`src/rtl/div_iter_param_if.sv`:
```
// Handshake bundle between the EX stage (master) and the iterative divider (slave).
interface div_iter_param_if #(
  parameter int WIDTH = 32
);
  logic               signed_div_i;
  logic [WIDTH-1:0]   opdata1_i;
  logic [WIDTH-1:0]   opdata2_i;
  logic               start_i;
  logic               annul_i;
  logic [2*WIDTH-1:0] result_o;
  logic               ready_o;
  logic               div_zero_o;
  logic               busy_o;

  modport master (
    output signed_div_i, opdata1_i, opdata2_i, start_i, annul_i,
    input  result_o, ready_o, div_zero_o, busy_o
  );

  modport slave (
    input  signed_div_i, opdata1_i, opdata2_i, start_i, annul_i,
    output result_o, ready_o, div_zero_o, busy_o
  );
endinterface

```
`src/rtl/div_iter_param.sv`:
```
// Iterative restoring divider retiring BPC quotient bits per cycle; signed/unsigned,
// returns {remainder, quotient} through a start/ready handshake with pipeline annul.
module div_iter_param #(
  parameter int WIDTH = 32,
  parameter int BPC   = 1
) (
  input  logic             clk,
  input  logic             rst,
  div_iter_param_if.slave  bus
);
  localparam int K  = WIDTH / BPC;
  localparam int CW = $clog2(K + 1);

  typedef enum logic [2:0] {S_FREE, S_BYZERO, S_ON, S_FIX, S_END} state_t;

  state_t             state;
  logic [CW-1:0]      cnt;
  logic               sgn_q, neg_a, neg_b;
  logic [WIDTH-1:0]   dvs;   // divisor magnitude
  logic [WIDTH-1:0]   quo;   // dividend bits shift out the top, quotient bits shift in below
  logic [WIDTH-1:0]   rem;
  logic [2*WIDTH-1:0] result_q;
  logic               ready_q, dz_q;

  logic [WIDTH-1:0]   mag_a, mag_b, rem_nx, quo_nx, q_fix, r_fix;
  logic [WIDTH:0]     part;

  assign mag_a = (bus.signed_div_i && bus.opdata1_i[WIDTH-1]) ? -bus.opdata1_i : bus.opdata1_i;
  assign mag_b = (bus.signed_div_i && bus.opdata2_i[WIDTH-1]) ? -bus.opdata2_i : bus.opdata2_i;

  assign q_fix = (sgn_q && (neg_a ^ neg_b)) ? -quo : quo;
  assign r_fix = (sgn_q && neg_a) ? -rem : rem;

  // NOTE: every variable gets a default first so this block can never infer a latch;
  // blocking assignments here chain the BPC steps into one combinational cycle.
  always_comb begin
    rem_nx = rem;
    quo_nx = quo;
    part   = '0;
    for (int i = 0; i < BPC; i++) begin
      part   = {rem_nx, quo_nx[WIDTH-1]};
      quo_nx = {quo_nx[WIDTH-2:0], 1'b0};
      if (part >= {1'b0, dvs}) begin
        part      = part - {1'b0, dvs};
        quo_nx[0] = 1'b1;
      end
      rem_nx = part[WIDTH-1:0];
    end
  end

  // NOTE: state and outputs use non-blocking assignments; the datapath registers are
  // left out of reset because they are always loaded at acceptance before being read.
  always_ff @(posedge clk) begin
    if (rst) begin
      state    <= S_FREE;
      cnt      <= '0;
      result_q <= '0;
      ready_q  <= 1'b0;
      dz_q     <= 1'b0;
    end else begin
      case (state)
        S_FREE: begin
          result_q <= '0;
          ready_q  <= 1'b0;
          dz_q     <= 1'b0;
          if (bus.start_i && !bus.annul_i) begin
            sgn_q <= bus.signed_div_i;
            neg_a <= bus.signed_div_i && bus.opdata1_i[WIDTH-1];
            neg_b <= bus.signed_div_i && bus.opdata2_i[WIDTH-1];
            cnt   <= '0;
            if (bus.opdata2_i == '0) begin
              state <= S_BYZERO;
            end else begin
              state <= S_ON;
              dvs   <= mag_b;
              quo   <= mag_a;
              rem   <= '0;
            end
          end
        end
        // The zero-divisor result is presented on the second edge after acceptance.
        S_BYZERO: begin
          if (bus.annul_i) begin
            state <= S_FREE;
          end else if (cnt == CW'(1)) begin
            state    <= S_END;
            result_q <= '0;
            ready_q  <= 1'b1;
            dz_q     <= 1'b1;
          end else begin
            cnt <= cnt + 1'b1;
          end
        end
        S_ON: begin
          if (bus.annul_i) begin
            state <= S_FREE;
          end else begin
            rem <= rem_nx;
            quo <= quo_nx;
            cnt <= cnt + 1'b1;
            if (cnt == CW'(K - 1)) state <= S_FIX;
          end
        end
        S_FIX: begin
          if (bus.annul_i) begin
            state <= S_FREE;
          end else begin
            state    <= S_END;
            result_q <= {r_fix, q_fix};
            ready_q  <= 1'b1;
            dz_q     <= 1'b0;
          end
        end
        S_END: begin
          if (!bus.start_i) begin
            state    <= S_FREE;
            result_q <= '0;
            ready_q  <= 1'b0;
            dz_q     <= 1'b0;
          end
        end
        default: state <= S_FREE;
      endcase
    end
  end

  assign bus.result_o   = result_q;
  assign bus.ready_o    = ready_q;
  assign bus.div_zero_o = dz_q;
  assign bus.busy_o     = (state != S_FREE);
endmodule
```
`src/flat_wrapper.sv`:
```
// flat-port wrapper written by rule: the top's interface ports become plain ports
module div_iter_param_flat 
#(
  parameter int WIDTH = 32,
  parameter int BPC   = 1
)
  (clk, rst, bus_signed_div_i, bus_opdata1_i, bus_opdata2_i, bus_start_i, bus_annul_i, bus_result_o, bus_ready_o, bus_div_zero_o, bus_busy_o);
  div_iter_param_if #(.WIDTH(WIDTH)) bus_i ();
  input  logic clk;
  input  logic rst;
  input wire logic [$bits(bus_i.signed_div_i)-1:0] bus_signed_div_i;
  input wire logic [$bits(bus_i.opdata1_i)-1:0] bus_opdata1_i;
  input wire logic [$bits(bus_i.opdata2_i)-1:0] bus_opdata2_i;
  input wire logic [$bits(bus_i.start_i)-1:0] bus_start_i;
  input wire logic [$bits(bus_i.annul_i)-1:0] bus_annul_i;
  output wire logic [$bits(bus_i.result_o)-1:0] bus_result_o;
  output wire logic [$bits(bus_i.ready_o)-1:0] bus_ready_o;
  output wire logic [$bits(bus_i.div_zero_o)-1:0] bus_div_zero_o;
  output wire logic [$bits(bus_i.busy_o)-1:0] bus_busy_o;
  assign bus_i.signed_div_i = bus_signed_div_i;
  assign bus_i.opdata1_i = bus_opdata1_i;
  assign bus_i.opdata2_i = bus_opdata2_i;
  assign bus_i.start_i = bus_start_i;
  assign bus_i.annul_i = bus_annul_i;
  assign bus_result_o = bus_i.result_o;
  assign bus_ready_o = bus_i.ready_o;
  assign bus_div_zero_o = bus_i.div_zero_o;
  assign bus_busy_o = bus_i.busy_o;
  div_iter_param #(.WIDTH(WIDTH), .BPC(BPC)) u_core (.clk(clk), .rst(rst), .bus(bus_i));
endmodule
```
`config.mk`:
```
export PLATFORM = sky130hd
export DESIGN_NAME = div_iter_param_flat
export DESIGN_NICKNAME = d
export VERILOG_FILES = /design/src/rtl/div_iter_param_if.sv /design/src/rtl/div_iter_param.sv /design/src/flat_wrapper.sv
export SDC_FILE = /design/constraint.sdc
export NUM_CORES = 1
export LEC_CHECK = 0
export BUFFER_PORTS_ARGS = -buffer_cell sky130_fd_sc_hd__buf_4
export CORE_MARGIN = 2
export CORE_UTILIZATION = 50
export CTS_BUF_LIST = sky130_fd_sc_hd__clkbuf_4 sky130_fd_sc_hd__clkbuf_8 sky130_fd_sc_hd__clkbuf_16
export CTS_CLUSTER_DIAMETER = 120
export DETAILED_ROUTE_END_ITERATION = 10
export PLACE_DENSITY = 0.7
export SLEW_MARGIN = 5
export SYNTH_ARGS = -nofsm -noshare
export SYNTH_HDL_FRONTEND = slang
export SYNTH_SLANG_ARGS = --single-unit
```
`constraint.sdc`:
```
create_clock -name clk -period 19.7 [get_ports clk]
set_clock_uncertainty 0.15 [all_clocks]
set_input_delay 1.97 -clock clk [delete_from_list [all_inputs] [get_ports clk]]
set_output_delay 1.97 -clock clk [all_outputs]
set_load 0.03 [all_outputs]
```
Word level (Yosys, flattened, before mapping)
Cells that the tools add are included.
Widths: inputs -> output; s select.
{"block": "word_totals", "ff_bits": 174, "wordCells": 95}
{"block": "op_classes", "addsub": 6, "magnitude_cmp": 1, "n_eq_ne": 16, "n_mux": 40, "bitwise": 3, "n_reduce_logical": 18}
{"operator": "$mux 32", "n": 11}
{"operator": "$mux 64", "n": 4}
{"operator": "$pmux 64 s4", "n": 1}
{"operator": "$neg 32->32", "n": 4}
{"operator": "$pmux 32 s2", "n": 2}
{"operator": "$ge 33x32->1", "n": 1}
{"operator": "$logic_not 32->1", "n": 1}
{"operator": "$sub 32x32->32", "n": 1}
{"operator": "$mux 6", "n": 4}
{"operator": "$mux 3", "n": 7}
{"operator": "$pmux 6 s3", "n": 1}
{"operator": "$pmux 3 s5", "n": 1}
{"operator": "$reduce_and 5->1", "n": 3}
{"operator": "$ne 2x2->1 const B", "n": 6}
{"operator": "$pmux 1 s4", "n": 2}
{"operator": "$reduce_and 4->1", "n": 2}
{"operator": "$add 6x1->6 const B", "n": 1}
{"operator": "$eq 3x2->1 const B", "n": 2}
{"operator": "$eq 6x1->1 const B", "n": 1}
{"operator": "$eq 6x5->1 const B", "n": 1}
{"operator": "$mux 1", "n": 6}
{"operator": "$ne 3x2->1 const B", "n": 2}
{"operator": "$reduce_bool 3->1", "n": 2}
{"operator": "$logic_and 1x1->1", "n": 5}
{"operator": "other kinds (11)", "n": 13}

Depth between registers and ports, before layout
Gate-level depths: netlist of the first run.
{"block": "logic_depth", "word_depth": 5, "depth_mapped": 14}

Worst setup path before layout of the first run
Ideal clock, no wire load.
{"block": "synth_timing", "kind": "input to register", "startpoint": "in bus_opdata2_i[0]", "endpoint": "reg u_core.quo[0], enable pin", "setup_ns": 0.666, "t_arrival_ns": 9.257, "required_time_ns": 18.884, "slack_ns": 9.627, "stages": 7, "path_cell_list": "inv_1 -> ha_1 -> nand2_1 -> nor3_1 -> nand4_1 -> nor3_1 -> nor4b_1"}
{"block": "synth_via", "elab_chain_len": 3}
{"item": "start, declared", "line_no": "flat_wrapper.sv:13", "rtl": "input wire logic [$bits(bus_i.opdata2_i)-1:0] bus_opdata2_i;"}
{"item": "$logic_not 32->1", "line_no": "div_iter_param.sv:71", "rtl": "if (bus.opdata2_i == '0) begin"}
{"item": "$ne 2x2->1 (no source line)"}
{"item": "$reduce_and 5->1 (no source line)"}
{"item": "end signal, assigned", "line_no": "div_iter_param.sv:76", "rtl": "quo <= mag_a;"}
{"item": "end signal, assigned", "line_no": "div_iter_param.sv:99", "rtl": "quo <= quo_nx;"}
{"item": "end, declared", "line_no": "div_iter_param.sv:20", "rtl": "logic [WIDTH-1:0] quo;"}
Every way passes these cells.
A chain may end at the register's enable or synchronous reset.

Final worst setup path of the first run
{"block": "layout_timing", "startpoint": "in bus_opdata1_i[4]", "endpoint": "reg u_core.quo[25] (data pin)"}
{"block": "layout_via", "elab_chain_len": 5}
{"item": "start, declared", "line_no": "flat_wrapper.sv:12", "rtl": "input wire logic [$bits(bus_i.opdata1_i)-1:0] bus_opdata1_i;"}
{"item": "$neg 32->32", "line_no": "div_iter_param.sv:28", "rtl": "assign mag_a = (bus.signed_div_i && bus.opdata1_i[WIDTH-1]) ? -bus.opdata1_i : bus.opdata1_i;"}
{"item": "$mux 32", "line_no": "div_iter_param.sv:28"}
{"item": "$mux 32", "line_no": "div_iter_param.sv:71"}
{"item": "$mux 32", "line_no": "div_iter_param.sv:66", "rtl": "if (bus.start_i && !bus.annul_i) begin"}
{"item": "$pmux 32 s2", "line_no": "div_iter_param.sv:61", "rtl": "case (state)"}
Every way passes these cells. The select of a mux whose other input is x is not followed.

==> results.cfg, run 1 <==
[flow_run]
maxCapViolations = 0

[route]
drtAntennaViolNets = 0
drt_pass1_iterations = 5
remaining_drc_errors = 0
avgRoutedWirePerCell_um = 17.1
postRouteWirelength_mm = 27.0
drt_first_iter_violations = 690
routed-via-count = 9103
vias_per_cell = 5.77

[power]
power_density_nw_per_um2 = 68.5
ir_drop_mv = 0.0604
power.total_mw = 0.859
leakagePower_nw = 4.93

[cts]
ctsRootBufferMaster = sky130_fd_sc_hd__clkbuf_16
clock_insertion_delay_worst_skew_ps = 440
clock_sinks = 174
cts_tree = done
clock_tree.htree_level_count = 4
cts_setup_buffers = 0
post_cts_resized = 0
clk_path_buf_depth = 2
clk_pin_slew_worst_paths_ps = 70
tritoncts.num_buffers = 17
cts-hold-fix-buffers = 0

[timing]
finalSetupTns_ps = 0
timing.final.max_slew_violations = 0
fin_crit_sh_pct = 22.5
timing.max_slew.rel_slack_pct = 25.9
finalWorstSetupSlack_ps = 15270
final-hold-violation-count = 0
tightestPinTransition_ps = 1110
period_minus_slack_ps = 4430
final-setup-viol-count = 0
achievable-frequency_mhz = 226
rsz0062_at_grt = false

[synthesis]
number_of_nets_in_the_synthesized_netlist = 1285
netlist_top_cells_count = 129 x sky130_fd_sc_hd__nor2_1, 99 x sky130_fd_sc_hd__edfxtp_1, 95 x sky130_fd_sc_hd__nand2_1
synth.area.top_cells = sky130_fd_sc_hd__edfxtp_1 28%, sky130_fd_sc_hd__dfxtp_1 14%, sky130_fd_sc_hd__xnor2_1 7.3%, sky130_fd_sc_hd__xor2_1 5.0%, sky130_fd_sc_hd__nor2_1 4.5%
netlist-cell-type-count = 64
synth.cell_area_um2 = 10700
synthCells = 1177
synthMostInstantiatedCell = sky130_fd_sc_hd__nor2_1
post-synth-top-area-fraction_pct = 27.7
post_synthesis_sequential_area_ratio_pct = 41.7
synthesis.area_per_instance_um2 = 9.13
yosysWarningCount = 0
ys_seq_elements = 174
synth_enable_flop_cells = 99
top_flip_flop_cell_by_instance_count_after_synthesis = sky130_fd_sc_hd__edfxtp_1
async_flop_share_pct = 0
synthDominantAreaCellType = sky130_fd_sc_hd__edfxtp_1

[global_routing]
overflow = 0
vias_in_the_first_global_route = 8504
grt_max_degree = 71
groute.layer.met1.usage_pct = 32.1
grt-busiest-layer = met2
track_usage_pct = 23.9
grt_first_pass_wirelength_mm = 42.7
groute.layer.met2.usage_pct = 39.3
antenna_found_initial = 0
gr_met3_demand_resource_pct = 3.70

[setup_path]
critical_path_class = input pin to register
critical-path-top-cell-by-count = sky130_fd_sc_hd__nor4_1
slowest_stage = sky130_fd_sc_hd__nor4_1
cp.required_ps = 19710
critical_path_peak_fanout = 5
crit_arrival_ps = 4440
start_kind = input pin
critical_path.max_stage_delay_ps = 520
endpoint_kind = register
worst_path_cell_chain = buf_4, nor4_1, nand3b_1, nor4_1, nand2_1, nor3_1, a21oi_1, xnor2_1, o21ai_1

[die]
dieHeight_um = 151
die_x_um = 151
floorplan_die_area_um2 = 22700
core_um2 = 21000
i_o_pins = 136
rows = 53
floorplan.initialDensity_pct = 51.1

[hold_path]
hold_path.class = register to register

[finish]
final.fill_count = 1878
final_net_count = 1397
final_layout_size_suffix_gt1_share_pct = 15.2
num_antenna_cells = 0
area_delta_synth_final_pct = 16.7

[place]
gp_routability_congestion = 0.885
placement.io_buffers = 135
dpl.hpwl_mm = 20.0
placement.setup.worst_slack_ps = 14880

[run_status]
outcome = complete, no violations
## through the flow
step | hold WS [ps] | instance area, µm² | utilization (%) | cells
3_3_place_gp | 314 | 12000 | 56.8 | 1545
6_report | 331 | 12500 | 59.7 | 1577
2_1_floorplan | 312 | 10700 | - | 1177
5_1_grt | 342 | 12500 | 59.7 | 1577
3_5_place_dp | 318 | 12000 | 56.8 | 1545
4_1_cts | 334 | 12500 | 59.7 | 1577
## flip-flops by register name (all words and copies together) (netlist names)
signal and cells:
u_core.neg_b 1, u_core.bus.ready_o 1, u_core.state 3, u_core.quo 32
u_core.neg_a 1, u_core.rem 32, u_core.bus.div_zero_o 1, u_core.bus.result_o 64
u_core.cnt 6, u_core.dvs 32, u_core.sgn_q 1
## final timing paths
path | to | slack [ps] | cells after the start | start
hold reg to reg | u_core.bus.result_o[54] | 330 | 1 | u_core.bus.result_o[54]
setup / recovery | u_core.quo[25] | 15270 | 9 | bus_opdata1_i[4]
setup reg to reg | u_core.rem[29] | 15880 | 11 | u_core.rem[7]
hold / removal | u_core.bus.result_o[54] | 330 | 1 | u_core.bus.result_o[54]
## layout by cell type (no fill, tap or decap), types with 10 or more instances in the layout
master / Yosys / layout
sky130_fd_sc_hd__edfxtp_1: 99 / 99
sky130_fd_sc_hd__clkbuf_16: 0 / 19
sky130_fd_sc_hd__buf_4: 0 / 144
sky130_fd_sc_hd__dfxtp_1: 75 / 75
sky130_fd_sc_hd__nand2_1: 95 / 95
sky130_fd_sc_hd__nor4_1: 20 / 20
sky130_fd_sc_hd__a22o_1: 28 / 28
sky130_fd_sc_hd__a22oi_1: 37 / 37
sky130_fd_sc_hd__mux2i_1: 26 / 26
sky130_fd_sc_hd__inv_1: 59 / 59
sky130_fd_sc_hd__ha_1: 38 / 38
sky130_fd_sc_hd__nand2b_1: 12 / 12
sky130_fd_sc_hd__nor2_1: 129 / 128
sky130_fd_sc_hd__nor3_1: 22 / 22
sky130_fd_sc_hd__or3_1: 10 / 10
sky130_fd_sc_hd__o21ai_1: 37 / 37
sky130_fd_sc_hd__o21ai_0: 47 / 47
sky130_fd_sc_hd__xor2_1: 61 / 61
sky130_fd_sc_hd__nand3_1: 18 / 18
sky130_fd_sc_hd__or4_1: 13 / 13
sky130_fd_sc_hd__o31ai_1: 13 / 13
sky130_fd_sc_hd__a21oi_1: 78 / 78
sky130_fd_sc_hd__xnor2_1: 89 / 89
sky130_fd_sc_hd__nand4_1: 11 / 11
## worst max-delay path, delay by kind of cell
| kind | cells | cell delay [ps] |
|---|---|---|
| buf+inv | 1 | 120 |
| compound gates | 2 | 260 |
| xor+xnor | 1 | 190 |
| simple gates | 5 | 1910 |
## report_power, final
| group | leakage (nW) | switching (mW) | internal, mW |
|---|---|---|---|
| clock network | 0.285 | 0.156 | 0.181 |
| logic | 3.12 | 0.0676 | 0.0492 |
| registers | 1.52 | 0.00912 | 0.396 |
| total | 4.93 | 0.233 | 0.626 |
## layer usage
| layer | routed length (µm) | vias up |
|---|---|---|
| met1 | 12200 | 4342 |
| met5 | 0 | - |
| met4 | 641 | 0 |
| met2 | 12900 | 257 |
| li1 | - | 4462 |
| met3 | 1280 | 42 |
## area by class of cell
type                    instances  area, µm²  share of cell area [%]
clock buffers                  19        475                    3.79
clock inverters                13        114                   0.908
inverters                      59        221                    1.77
multi-input cells             893       5830                    46.5
flip-flops and latches        174       4470                    35.7
well taps                     275        344                    2.74
repair buffers                144       1080                    8.62
## cells by family (layout without fill, tap and decap cells)
group                    count (synthesis)  in the layout  share of synthesized area, %
XOR/XNOR                               150            150                          12.2
AO/OA/AOI/OAI                          299            299                          17.7
multiplexers                            26             26                          2.42
flip-flops                             174            174                          41.7
buffers and inverters                  110            235                          4.25
adder cells (fa/ha/maj)                 39             39                          4.61
AND/OR/NAND/NOR                        379            379                          17.1
Note: power is estimated with default switching activity, not from simulation.
==> run 2, diff against run 1 <==
--- a/config.mk
+++ b/config.mk
@@ -5,13 +5,14 @@
 export SDC_FILE = /design/constraint.sdc
 export NUM_CORES = 1
 export LEC_CHECK = 0
+export ABC_AREA = 1
 export BUFFER_PORTS_ARGS = -buffer_cell sky130_fd_sc_hd__buf_4
 export CORE_MARGIN = 2
 export CORE_UTILIZATION = 50
 export CTS_BUF_LIST = sky130_fd_sc_hd__clkbuf_4 sky130_fd_sc_hd__clkbuf_8 sky130_fd_sc_hd__clkbuf_16
 export CTS_CLUSTER_DIAMETER = 120
 export DETAILED_ROUTE_END_ITERATION = 10
-export PLACE_DENSITY = 0.7
+export PLACE_DENSITY = 0.72
 export SLEW_MARGIN = 5
 export SYNTH_ARGS = -nofsm -noshare
 export SYNTH_HDL_FRONTEND = slang
==> constraint.sdc (replaced) <==
create_clock -name clk -period 3.8 [get_ports clk]
set_clock_uncertainty 0.15 [all_clocks]
set_input_delay 0.38 -clock clk [delete_from_list [all_inputs] [get_ports clk]]
set_output_delay 0.38 -clock clk [all_outputs]
set_load 0.03 [all_outputs]
==> run 2 against run 1 <==
Synthesized cell count rose by 66%. Critical path depth increased by 2. Cell count rose by 53%. Register-to-register slack got worse by 15000 ps. Clock power grew to 5.2 times the previous value. Core utilization shrank 1.4 points. Synthesized area grew 21%. Worst hold slack lost 290 ps. Die area up 20%. Clock-buffer cell count is 2 lower. Critical endpoint is now u_core.rem[26]. Largest power group unchanged.
==> results.cfg, run 2 <==
[finish]
final_net_count = 2173
largest_register_ffs = 64
layout.cells.most_common = sky130_fd_sc_hd__nand2_1
final_layout_size_suffix_gt1_share_pct = 10.7
area_delta_synth_final_pct = 13.7
num_antenna_cells = 0
final.fill_count = 2501
sequential_cell_area_um2 = 4470
multi_input_comb_area_um2 = 7120
final_cell_mix = 587 x sky130_fd_sc_hd__nand2_1, 277 x sky130_fd_sc_hd__inv_1, 233 x sky130_fd_sc_hd__nand3_1

[synthesis]
synth_enable_flop_cells = 99
yosysWarningCount = 0
netlist-cell-type-count = 49
synthDominantAreaCellType = sky130_fd_sc_hd__edfxtp_1
top_flip_flop_cell_by_instance_count_after_synthesis = sky130_fd_sc_hd__edfxtp_1
synth.area.top_cells = sky130_fd_sc_hd__edfxtp_1 23%, sky130_fd_sc_hd__nand2_1 17%, sky130_fd_sc_hd__dfxtp_1 12%, sky130_fd_sc_hd__nand3_1 9.0%, sky130_fd_sc_hd__inv_1 8.0%
ys_seq_elements = 174
synthCells = 1953
async_flop_share_pct = 0
post-synth-top-area-fraction_pct = 22.9
netlist_top_cells_count = 587 x sky130_fd_sc_hd__nand2_1, 277 x sky130_fd_sc_hd__inv_1, 233 x sky130_fd_sc_hd__nand3_1
post_synthesis_sequential_area_ratio_pct = 34.5
synthMostInstantiatedCell = sky130_fd_sc_hd__nand2_1
number_of_nets_in_the_synthesized_netlist = 2061
synth.cell_area_um2 = 13000
synthesis.area_per_instance_um2 = 6.65

[power]
power.total_mw = 4.85
ir_drop_mv = 0.229
leakagePower_nw = 6.92
power_density_nw_per_um2 = 328

[die]
rows = 58
i_o_pins = 136
die_x_um = 165
core_um2 = 25300
floorplan_die_area_um2 = 27300
floorplan.initialDensity_pct = 51.3
dieHeight_um = 165

[setup_path]
worstPathBufferInverterCount = 0
critical_path.max_stage_delay_ps = 520
cp.required_ps = 3950
cp_num_cells = 11
critical_path.reg2reg.startpoint = u_core.rem[28]
critical-path-top-cell-by-count = sky130_fd_sc_hd__nand3_1
worst_path_dominant_cell_family = simple AND/OR/NAND/NOR gates
r2r-end = u_core.rem[26]
crit_arrival_ps = 3130
slowest_stage = sky130_fd_sc_hd__nand2_2
worstSetupStartpoint = u_core.rem[28]
critical_path_peak_fanout = 31
critical_path_class = register to register
worst_path_cell_chain = ha_1, nand2_1, nor2_1, nand3_1, nor2_1, nand3_1, nand3_1, nor2_2, nand2_2, nand3_1, nand2_1
reg2reg_slack_ps = 810
setup.worst_path.end = u_core.rem[26]
endpoint_kind = register
start_kind = register
worst_r2r_path_depth = 11

[global_routing]
antenna_found_initial = 0
grt_max_degree = 98
vias_in_the_first_global_route = 11800
grt_first_pass_wirelength_mm = 61.2
track_usage_pct = 29.0
overflow = 0

[route]
drtAntennaViolNets = 0
vias_per_cell = 5.48
avgRoutedWirePerCell_um = 16.2
drt_first_iter_violations = 1335
remaining_drc_errors = 0
routed-via-count = 13200
postRouteWirelength_mm = 39.0
drt_pass1_iterations = 8

[place]
placement.io_buffers = 135
dpl.hpwl_mm = 30.7
gp_routability_congestion = 0.977

[cts]
post_cts_resized = 0
clock_sinks = 174
clk_path_buf_depth = 2
ctsRootBufferMaster = sky130_fd_sc_hd__clkbuf_16
clock_tree.htree_level_count = 4
cts_setup_buffers = 0
clock_insertion_delay_worst_skew_ps = 430
cts_tree = done
tritoncts.num_buffers = 17
clk_pin_slew_worst_paths_ps = 80

[flow_run]
maxCapViolations = 0

[timing]
timing.max_slew.rel_slack_pct = 28.5
fin_crit_sh_pct = 78.6
tightestPinTransition_ps = 1070
timing.final.max_slew_violations = 0
period_minus_slack_ps = 2990
achievable-frequency_mhz = 335
final-setup-viol-count = 0
finalSetupTns_ps = 0
final-hold-violation-count = 0
rsz0062_at_grt = false

[hold_path]
hold_path.class = input pin to register
hold_depth = 2

[run_status]
outcome = complete, no violations
## run 2: power by group
part,switching (mW),internal [mW]
combinational,0.634,0.301
clock,0.867,0.889
sequential,0.0741,2.08
total,1.58,3.27
## run 2: kinds of logic (layout without fill, tap and decap cells)
kind of cell    after synthesis  in the layout  share of synthesized area, %
xor+xnor                     61             61                          4.12
simple gates               1116           1116                          37.2
fa+ha+maj                    39             39                          3.82
flops                       174            174                          34.5
compound gates              228            228                          9.59
buf+inv                     335            460                          10.8
## run 2: area by class of cell
class	count	area share [%]
tap	330	2.80
inverter	283	7.23
timing repair buffer	145	7.39
multi-input combinational	1444	48.3
sequential	174	30.3
clock buffer	17	2.88
clock inverter	15	1.11
## run 2: worst min path at each step
| stage | slack, ps | from | to |
|---|---|---|---|
| floorplan | 320 | bus_annul_i | u_core.state[1] |
| global placement | 300 | u_core.bus.div_zero_o | u_core.bus.div_zero_o |
| detailed placement | 310 | u_core.bus.result_o[18] | u_core.bus.result_o[18] |
| CTS | 30 | bus_annul_i | u_core.state[1] |
| global route | 40 | bus_annul_i | u_core.state[1] |
| finish | 40 | bus_annul_i | u_core.state[1] |
## run 2: per-layer routing
metal	vias to the layer above	global-route usage [%]	routed length (µm)
li1	6562	-	-
met1	5981	43.5	18100
met2	595	41.9	16000
met3	61	5.99	4090
met4	0	8.34	854
met5	-	0	0
## run 2: what timing repair did
action                                  in CTS  in global routing
endpoints found under the hold margin        1                  0
endpoints found under the setup margin       0                  0
hold buffers                                 1                  0
## run 2: stage by stage
stage          utilization [%]  hold WS (ps)  setup slack (ps)  std cells  instance area (µm²)
2_1_floorplan                -           322               256       1953                13000
3_3_place_gp              55.9           303               901       2375                14200
3_5_place_dp              55.9           309               892       2375                14200
4_1_cts                   58.3          26.6               849       2408                14800
5_1_grt                   58.3          39.9               618       2408                14800
6_report                  58.3          39.9               813       2408                14800
==> run 3, diff against run 2 <==
--- a/config.mk
+++ b/config.mk
@@ -5,14 +5,14 @@
 export SDC_FILE = /design/constraint.sdc
 export NUM_CORES = 1
 export LEC_CHECK = 0
-export ABC_AREA = 1
+export ABC_AREA = 0
 export BUFFER_PORTS_ARGS = -buffer_cell sky130_fd_sc_hd__buf_4
 export CORE_MARGIN = 2
 export CORE_UTILIZATION = 50
 export CTS_BUF_LIST = sky130_fd_sc_hd__clkbuf_4 sky130_fd_sc_hd__clkbuf_8 sky130_fd_sc_hd__clkbuf_16
 export CTS_CLUSTER_DIAMETER = 120
 export DETAILED_ROUTE_END_ITERATION = 10
-export PLACE_DENSITY = 0.72
+export PLACE_DENSITY = 0.7
 export SLEW_MARGIN = 5
 export SYNTH_ARGS = -nofsm -noshare
 export SYNTH_HDL_FRONTEND = slang
==> constraint.sdc (replaced) <==
create_clock -name clk -period 3.1 [get_ports clk]
set_clock_uncertainty 0.15 [all_clocks]
set_input_delay 0.31 -clock clk [delete_from_list [all_inputs] [get_ports clk]]
set_output_delay 0.31 -clock clk [all_outputs]
set_load 0.03 [all_outputs]
==> run 3 against run 2 <==
The run now ends with negative setup slack left. Cell count fell by 30%. Largest cell class unchanged. Die area is 17% lower. Worst setup slack got worse by 920 ps. Combinational power down 3.0%. Sequential power increased by 19%. Highest routed layer unchanged. Largest power group unchanged. Critical path depth is 1 lower.
==> results.cfg, run 3 (same netlist as run 1, synthesis figures left out) <==
[timing]
tightestPinTransition_ps = 730
finalSetupTns_ps = -1590
finalWorstSetupSlack_ps = -102
final-hold-violation-count = 0
rsz0062_at_grt = true
period_minus_slack_ps = 3200
fin_crit_sh_pct = 103
holdWs_ps = 17.3
timing.max_slew.rel_slack_pct = 51.3
timing.final.max_slew_violations = 0
achievable-frequency_mhz = 312
final-setup-viol-count = 31

[die]
i_o_pins = 136
dieHeight_um = 151
floorplan_die_area_um2 = 22700
rows = 53
core_um2 = 21000
floorplan.initialDensity_pct = 51.1
die_x_um = 151

[hold_path]
hold_path.class = input pin to register
hold_path_startpoint = bus_opdata2_i[11]
hold_depth = 2
min_to = u_core.dvs[11]

[cts]
clock_tree.htree_level_count = 4
tritoncts.num_buffers = 17
cts_tree = done
ctsRootBufferMaster = sky130_fd_sc_hd__clkbuf_16
clock_sinks = 174
clk_pin_slew_worst_paths_ps = 70
clk_path_buf_depth = 2
clock_insertion_delay_worst_skew_ps = 440

[power]
clock_power_share_pct = 39.9
leakagePower_nw = 5.63
power_density_nw_per_um2 = 413
p_seq_share_pct = 44.4
combPwrFrac_pct = 15.7
net-switching-power_mw = 1.49
power.share.switching_pct = 25.8
power.total_mw = 5.76
cell_internal_power_dissipation_mw = 4.27
ir_drop_mv = 0.351

[finish]
finalNonFillerCells = 1695
final_cell_mix = 253 x sky130_fd_sc_hd__buf_4, 125 x sky130_fd_sc_hd__nor2_1, 99 x sky130_fd_sc_hd__edfxtp_1
final.fill_count = 1665
final_net_count = 1515
final_layout_size_suffix_gt1_share_pct = 26.3
area_delta_synth_final_pct = 29.9
layout.cells.most_common = sky130_fd_sc_hd__buf_4
multi_input_comb_area_um2 = 6220
num_antenna_cells = 0
largest_register_ffs = 64
fin_area_um2 = 13900
sequential_cell_area_um2 = 4470
final_core_util_pct = 66.4

[setup_path]
cp.required_ps = 3120
crit_arrival_ps = 3230
start_kind = register
endpoint_kind = register
critical_path_peak_fanout = 13
critical_path_class = register to register
critical_path.reg2reg.startpoint = u_core.rem[2]
r2r-end = u_core.rem[20]
reg2reg_slack_ps = -100
worst_r2r_path_depth = 10

[place]
placement.io_buffers = 135
placement.setup.worst_slack_ps = -257
place_inst = 1648
dpl_cell_area_um2 = 12800
dpl.hpwl_mm = 20.7
gp_routability_congestion = 0.922

[run_status]
outcome = finished with violations
violated_checks = negative setup slack

[route]
routed-via-count = 9597
postRouteWirelength_mm = 28.6
avgRoutedWirePerCell_um = 16.9
drt_first_iter_violations = 726
vias_per_cell = 5.66
drt_pass1_iterations = 6
drtAntennaViolNets = 0
remaining_drc_errors = 0

[global_routing]
grt_max_degree = 65
vias_in_the_first_global_route = 8881
track_usage_pct = 24.8
antenna_found_initial = 0
grt_first_pass_wirelength_mm = 44.4
overflow = 0

[flow_run]
maxCapViolations = 0
[run 3: power groups by stage]
stage                     Combinational [mW]  Clock (mW)  Sequential [mW]
after floorplan                        0.520           0             2.60
after detailed placement               0.831           0             2.60
after CTS                              0.846        2.32             2.55
final                                  0.907        2.30             2.56
after global routing                   0.990        2.41             2.56
after global placement                 0.818           0             2.60
[run 3: what timing repair did]
item	4_1_cts	5_1_grt
setup endpoints to repair	39	42
buffers inserted	3	8
hold buffers	2	0
pin swaps	5	16
gates cloned	0	2
hold endpoints to repair	2	0
resized for setup	11	53
[run 3: per-layer routing]
layer  global-route usage, %  share of wire, %  wire length, µm  vias to the layer above
met3                    3.55               6.9             1990                       41
met5                       0                 0                0                        -
li1                        -                 -                -                     4704
met4                    8.69               2.0              574                        0
met2                    40.6                47            13500                      335
met1                    33.6                44            12600                     4517
[run 3: worst max-delay path, cell delays in order, from the launching register on]
cell and delay [ps]:
sky130_fd_sc_hd__edfxtp_1 440, sky130_fd_sc_hd__ha_4 270, sky130_fd_sc_hd__a211o_1 300, sky130_fd_sc_hd__o211ai_1 330, sky130_fd_sc_hd__a31oi_2 160, sky130_fd_sc_hd__nor2_1 150, sky130_fd_sc_hd__a21oi_2 80, sky130_fd_sc_hd__or4_4 600
sky130_fd_sc_hd__clkbuf_16 230, sky130_fd_sc_hd__mux2i_1 160, sky130_fd_sc_hd__nor2_1 60
[run 3: cell type report]
cell class,instances,area share (%)
clock buffers,22,3.66
multi-input cells,893,44.6
inverters,59,1.64
well taps,275,2.47
flip-flops and latches,174,32.1
clock inverters,10,0.870
repair buffers,262,14.7
[run 3: how the worst max path moves through the flow]
stage | start | endpoint | slack [ps]
2_1_floorplan | bus_opdata2_i[8] | u_core.quo[0] | -390
3_3_place_gp | u_core.rem[6] | u_core.bus.result_o[61] | -100
3_5_place_dp | u_core.rem[11] | u_core.rem[0] | -260
4_1_cts | u_core.rem[6] | u_core.rem[0] | -80
5_1_grt | u_core.rem[2] | u_core.rem[20] | -200
6_report | u_core.rem[2] | u_core.rem[20] | -100
